--- src/rtl/mc_sequencer.sv ---
// Multi-cycle instruction sequencer: FETCH/DECODE/EXECUTE/MEMORY/WRITEBACK
// with a sticky TRAP on unsupported opcodes and a retired-instruction counter.
module mc_sequencer #(
  parameter int CNT_W = 32
) (
  input  logic             clk,
  input  logic             rst,
  input  logic [6:0]       opcode,
  input  logic             mem_ready,
  output logic [2:0]       state,
  output logic             mem_req,
  output logic             mem_we,
  output logic             ir_write,
  output logic             pc_write,
  output logic             reg_write,
  output logic             illegal,
  output logic [CNT_W-1:0] retire_count
);

  typedef enum logic [2:0] {
    FETCH     = 3'd0,
    DECODE    = 3'd1,
    EXECUTE   = 3'd2,
    MEMORY    = 3'd3,
    WRITEBACK = 3'd4,
    TRAP      = 3'd5
  } state_t;

  localparam logic [6:0] OP_OP     = 7'b0110011;
  localparam logic [6:0] OP_IMM    = 7'b0010011;
  localparam logic [6:0] OP_LOAD   = 7'b0000011;
  localparam logic [6:0] OP_FENCE  = 7'b0001111;
  localparam logic [6:0] OP_JALR   = 7'b1100111;
  localparam logic [6:0] OP_STORE  = 7'b0100011;
  localparam logic [6:0] OP_BRANCH = 7'b1100011;
  localparam logic [6:0] OP_LUI    = 7'b0110111;
  localparam logic [6:0] OP_AUIPC  = 7'b0010111;
  localparam logic [6:0] OP_JAL    = 7'b1101111;

  localparam logic [CNT_W-1:0] CNT_ONE = CNT_W'(1);

  state_t     cur, nxt;
  logic [6:0] opcode_q;
  logic       legal;
  logic       retire;
  logic       is_load, is_store, is_short;

  // Legality is judged on the live opcode, which is what DECODE latches.
  always_comb begin
    case (opcode)
      OP_OP, OP_IMM, OP_LOAD, OP_FENCE, OP_JALR,
      OP_STORE, OP_BRANCH, OP_LUI, OP_AUIPC, OP_JAL: legal = 1'b1;
      default:                                       legal = 1'b0;
    endcase
  end

  assign is_load  = (opcode_q == OP_LOAD);
  assign is_store = (opcode_q == OP_STORE);
  assign is_short = (opcode_q == OP_BRANCH) || (opcode_q == OP_FENCE);

  always_comb begin
    nxt       = cur;
    mem_req   = 1'b0;
    mem_we    = 1'b0;
    ir_write  = 1'b0;
    reg_write = 1'b0;
    retire    = 1'b0;
    case (cur)
      FETCH: begin
        mem_req = 1'b1;
        if (mem_ready) begin
          ir_write = 1'b1;
          nxt      = DECODE;
        end
      end
      DECODE: nxt = legal ? EXECUTE : TRAP;
      EXECUTE: begin
        if (is_load || is_store) begin
          nxt = MEMORY;
        end else if (is_short) begin
          retire = 1'b1;
          nxt    = FETCH;
        end else begin
          nxt = WRITEBACK;
        end
      end
      MEMORY: begin
        mem_req = 1'b1;
        mem_we  = is_store;
        if (mem_ready) begin
          if (is_store) begin
            retire = 1'b1;
            nxt    = FETCH;
          end else begin
            nxt = WRITEBACK;
          end
        end
      end
      WRITEBACK: begin
        reg_write = 1'b1;
        retire    = 1'b1;
        nxt       = FETCH;
      end
      TRAP:    nxt = TRAP;
      default: nxt = FETCH;
    endcase
    // Reset masks every strobe combinationally, even before the edge lands.
    if (rst) begin
      mem_req   = 1'b0;
      mem_we    = 1'b0;
      ir_write  = 1'b0;
      reg_write = 1'b0;
      retire    = 1'b0;
    end
  end

  assign pc_write = retire;
  assign state    = cur;

  always_ff @(posedge clk) begin
    if (rst) begin
      cur          <= FETCH;
      opcode_q     <= '0;
      illegal      <= 1'b0;
      retire_count <= '0;
    end else begin
      cur <= nxt;
      if (cur == DECODE) begin
        opcode_q <= opcode;
        if (!legal) illegal <= 1'b1;
      end
      if (retire) retire_count <= retire_count + CNT_ONE;
    end
  end

endmodule

--- config.mk ---
export PLATFORM = sky130hd
export DESIGN_NAME = mc_sequencer
export DESIGN_NICKNAME = d
export VERILOG_FILES = /design/src/rtl/mc_sequencer.sv
export SDC_FILE = /design/constraint.sdc
export NUM_CORES = 1
export LEC_CHECK = 0
export CAP_MARGIN = 20
export CORE_UTILIZATION = 40
export CTS_CLUSTER_SIZE = 12
export DETAILED_ROUTE_END_ITERATION = 8
export PLACE_DENSITY = 0.66
export SLEW_MARGIN = 5
export SYNTH_ARGS = -nofsm -noshare
export SYNTH_HDL_FRONTEND = slang
export SYNTH_SLANG_ARGS = --single-unit
export TNS_END_PERCENT = 100
--- constraint.sdc ---
create_clock -name clk -period 4.29 [get_ports clk]
set_input_delay 1.287 -clock clk [delete_from_list [all_inputs] [get_ports clk]]
set_output_delay 1.287 -clock clk [all_outputs]
set_load 0.01 [all_outputs]
### After elaboration in Yosys (flattened, before gate mapping)

Index checks and enable logic that the tools add are counted.

| word-level totals | value |
|---|---|
| bits in registers | 43 |
| input bits | 10 |
| word-level logic and storage cells | 57 |

| operators by class | value |
|---|---|
| $add $sub $neg | 1 |
| eq/ne operators | 21 |
| mux-type cells | 23 |
| bitwise operators | 1 |
| reductions and logical operators | 7 |

Operators with widths:

| operator | number |
|---|---|
| $add 32x1->32 const B | 1 |
| $eq 7x6->1 const B | 4 |
| $eq 7x7->1 const B | 4 |
| $mux 3 | 6 |
| $mux 1 | 15 |
| $pmux 3 s5 | 1 |
| $eq 7x2->1 const B | 2 |
| $eq 7x4->1 const B | 2 |
| $eq 7x5->1 const B | 2 |
| $reduce_or 10->1 | 1 |
| $eq 3x2->1 const B | 2 |
| $eq 3x3->1 const B | 2 |
| $ne 2x2->1 const B | 2 |
| $reduce_and 2->1 | 2 |
| $eq 3x1->1 const B | 1 |
| $logic_not 3->1 | 1 |
| $pmux 1 s3 | 1 |
| $logic_or 1x1->1 | 2 |
| $reduce_or 2->1 | 1 |
| $not 1->1 | 1 |

### Logic depth before layout (Yosys ltp)

| depth | value |
|---|---|
| word-level depth | 6 |
| depth in mapped cells | 8 |
| depth with buffers taken out | 5 |

### Worst setup path after synthesis

No wires, ideal clock.

| timing | value |
|---|---|
| path type | input to output |
| from | input mem_ready |
| to | output pc_write |
| arrival time | 2.128 ns |
| data required time | 3.003 ns |
| slack | 0.875 ns |
| cell stages on the path | 5 |
| path buffers | 2 |
| cell sequence | nand4b_1 -> o221a_2 -> buf_2 -> buf_2 -> nor2_1 |

| on the way | value |
|---|---|
| cells in the longest elaborated chain, start to end | 3 |

RTL lines:

| item | line | RTL |
|---|---|---|
| from (decl) | 9 | `input logic mem_ready,` |
| $mux 1 | 90 | `if (mem_ready) begin` |
| $pmux 1 s3 | 68 | `case (cur)` |
| $mux 1 | 108 | `if (rst) begin` |
| to (decl) | 14 | `output logic pc_write,` |

Every way passes these cells.

### Worst setup path after layout

Ends and elaborated chain as after synthesis.

==> flow_metrics.py <==
metrics = {
    "outcome": {
        "status": "finished clean",
    },
    "timing": {
        "fmax_ghz": 0.245,
        "slew_headroom_pct": 42.6,
        "setup_viol": 0,
        "period_share_pct": 95.2,
        "worstMarginPinSlew_ps": 859,
        "skew_ps": 4.09,
        "finalSetupTns_ps": 0,
        "hold_viol_final": 0,
        "period_minus_slack_ps": 4080,
        "maxSlewViolCount": 0,
        "grt_setup_unrepaired": "false",
        "holdWs_ps": 455,
    },
    "layout": {
        "nFillCells": 482,
        "synthToLayoutAreaGrowth_pct": 28.9,
        "drive_above_1_share_pct": 7.47,
        "multi_input_area_mm2": 0.00128,
        "postLayoutCellArea_mm2": 0.00289,
        "nNetsFinal": 319,
        "num_antenna_cells": 0,
        "finalNonFillerCells": 378,
        "register_area_um2": 861,
    },
    "clock_tree": {
        "cts-resized-gates": 0,
        "clock_latency_ps": 290,
        "cts_tree": "yes",
        "clk_pin_slew_ps": 80,
        "ctsRootBufferMaster": "clkbuf_8",
        "hold_buffers": 0,
        "cts_sinks": 43,
        "cts_setup_buffers": 0,
        "numCtsBuffers": 5,
        "h-tree-depth": 2,
        "cts_buffer_depth": 2,
    },
    "power_and_ir_drop": {
        "power_w": 0.000852,
        "pwr_density_cell_mw_per_mm2": 295,
        "p_leak_nw": 0.910,
        "peakVddDrop_v": 0.000217,
    },
    "die": {
        "dieArea_mm2": 0.00591,
        "die_w_um": 76.9,
        "boundaryPins": 51,
        "initial_core_util_pct": 42.8,
        "rows": 26,
        "die_y_um": 76.9,
        "core-area_mm2": 0.00524,
    },
    "synthesis": {
        "synth_edf_count": 0,
        "syn-cell-area_mm2": 0.00224,
        "yosysSeqAreaShare_pct": 38.4,
        "synth-async-reset-ratio_pct": 0,
        "postSynthCellCount": 262,
        "synth-seq-cells": 43,
        "yosysWarnings": 0,
        "synth_cell_type_count": 48,
        "synth.avg_cell_area_um2": 8.56,
        "ys.flop_type": "dfxtp_1",
        "synth_nets": 273,
    },
    "place": {
        "dp_hpwl_um": 3640,
        "dp_cells": 371,
        "io_buffers": 50,
        "placed_area_mm2": 0.00280,
        "gp_congestion": 0.838,
    },
    "detailed_routing": {
        "wl_met1_um": 2620,
        "met2WireLength_um": 2550,
        "num_vias": 2209,
        "vias_per_cell": 5.84,
        "drtAntennaViolNets": 0,
        "dr.max_layer_used": "met4",
        "dr_wl_met3_um": 244,
        "drc_errors": 0,
        "wl_per_cell_um": 14.4,
        "drtIter0Drc": 127,
        "postRouteWirelength_um": 5450,
        "drt_pre_antenna_iters": 4,
    },
    "flow_run": {
        "drv_cap": 0,
    },
    "setup_path": {
        "crit_arrival_ps": 2800,
        "r2r_cells": 5,
        "critPathKind": "primary input to output port",
        "endpoint": "pc_write",
        "endpoint_kind": "output port",
        "worst-endpoint-required_ps": 3000,
        "cp-start-kind": "primary input",
        "slowest_stage": "clkdlybuf4s50_1",
        "crit_start": "mem_ready",
        "r2r-start": "retire_count[2]",
        "crit_path_max_fanout": 2,
        "crit_chain": "clkdlybuf4s50_1 > nand4b_1 > o221a_2 > nor2_1 > clkdlybuf4s50_1",
        "critPathMaxStageDelay_ps": 540,
        "r2r_slack_ps": 1940,
        "cp_common_cell": "clkdlybuf4s50_1",
        "r2r-end": "retire_count[27]",
    },
    "global_routing": {
        "grt_pass1_vias": 1968,
        "antenna_found_initial": 0,
        "gr-usage-all-layers_pct": 19.1,
        "gr-total-overflow": 0,
        "grt_pass1_wl_um": 9270,
        "grt_max_degree": 60,
    },
    "hold_path": {
        "hp-class": "flip-flop to flip-flop",
    },
}
[per-layer routing]
metal  GRT usage (%)  up-vias
li1                -     1100
met1            25.2     1045
met2            30.6       60
met3            4.52        4
met4            5.77        0
met5               0        -
[cells by family after synthesis]
logic type,share of synthesized area (%)
DFF,38.4
xor gates and xnor gates,0.391
buffers and inverters,4.58
adders and majority gates,1.00
muxes,5.08
and+or+nand+nor,30.1
AOI/OAI and AO/OA,20.5
[state kept, by name, indices dropped and copies added (netlist names)]
register      cells
state             3
opcode_q          7
retire_count     32
illegal           1
[cell usage after synthesis, types with 2 or more instances]
cell	number	share of area (%)
dfxtp_1	43	38
nor4b_1	2	0.78
o31ai_1	24	8.0
nor2_1	20	3.3
clkbuf_1	12	2.0
buf_2	4	0.89
mux2i_1	8	3.6
nor3_1	3	0.67
nor4_1	3	0.84
mux2_2	3	1.5
nor2b_1	4	1.1
o21ai_0	5	1.1
nand3_1	11	2.5
and3_1	3	0.84
nand2_1	13	2.2
or4_1	23	7.7
a211o_1	2	0.78
nor4bb_1	2	0.89
or3_1	3	0.84
nand4b_1	2	0.78
inv_1	10	1.7
a21oi_1	30	6.7
nand4_1	7	2.0
[cell usage in the layout, fill, tap and decap left out, drive strengths merged, types with 6 or more instances in the layout]
cell / count
or4: 23
nor2: 20
nand4: 9
clkbuf: 6
clkdlybuf4s50: 50
o31ai: 24
a21oi: 30
inv: 10
nand3: 11
dfxtp: 43
nand2: 13
mux2i: 8
[report_power, final]
| part | internal, W | total [W] | switching (W) |
|---|---|---|---|
| combinational | 0.0000703 | 0.000149 | 0.0000784 |
| sequential | 0.000415 | 0.000439 | 0.0000241 |
| clock | 0.000127 | 0.000264 | 0.000137 |
| total | 0.000612 | 0.000852 | 0.000240 |
[critical path: cells and delay by family]
kind	cells	cell delay (ps)
AOI/OAI and AO/OA	1	270
buffers and inverters	2	1020
and+or+nand+nor	2	220
[per-stage QoR]
step	setup WS [ps]	util [%]
6_report	207	55.2
5_1_grt	93.8	55.2
3_3_place_gp	206	53.5
3_5_place_dp	221	53.5
4_1_cts	202	55.2
2_1_floorplan	875	-
[how the worst min path moves through the flow]
stage,start,to,slack (ps),cells after the start
2_1_floorplan,opcode_q[1],opcode_q[1],450,2
3_3_place_gp,illegal,illegal,440,2
3_5_place_dp,illegal,illegal,450,2
4_1_cts,illegal,illegal,460,2
5_1_grt,illegal,illegal,480,2
6_report,illegal,illegal,450,2
[final cells by class]
| type | instances | area share, % |
|---|---|---|
| inverters | 10 | 1.30 |
| clock buffers | 6 | 2.86 |
| clock inverters | 1 | 0.173 |
| multi-input cells | 193 | 44.2 |
| flip-flops and latches | 43 | 29.8 |
| well taps | 70 | 3.03 |
| repair buffers | 55 | 18.6 |
(Power assumes the default switching activity.)
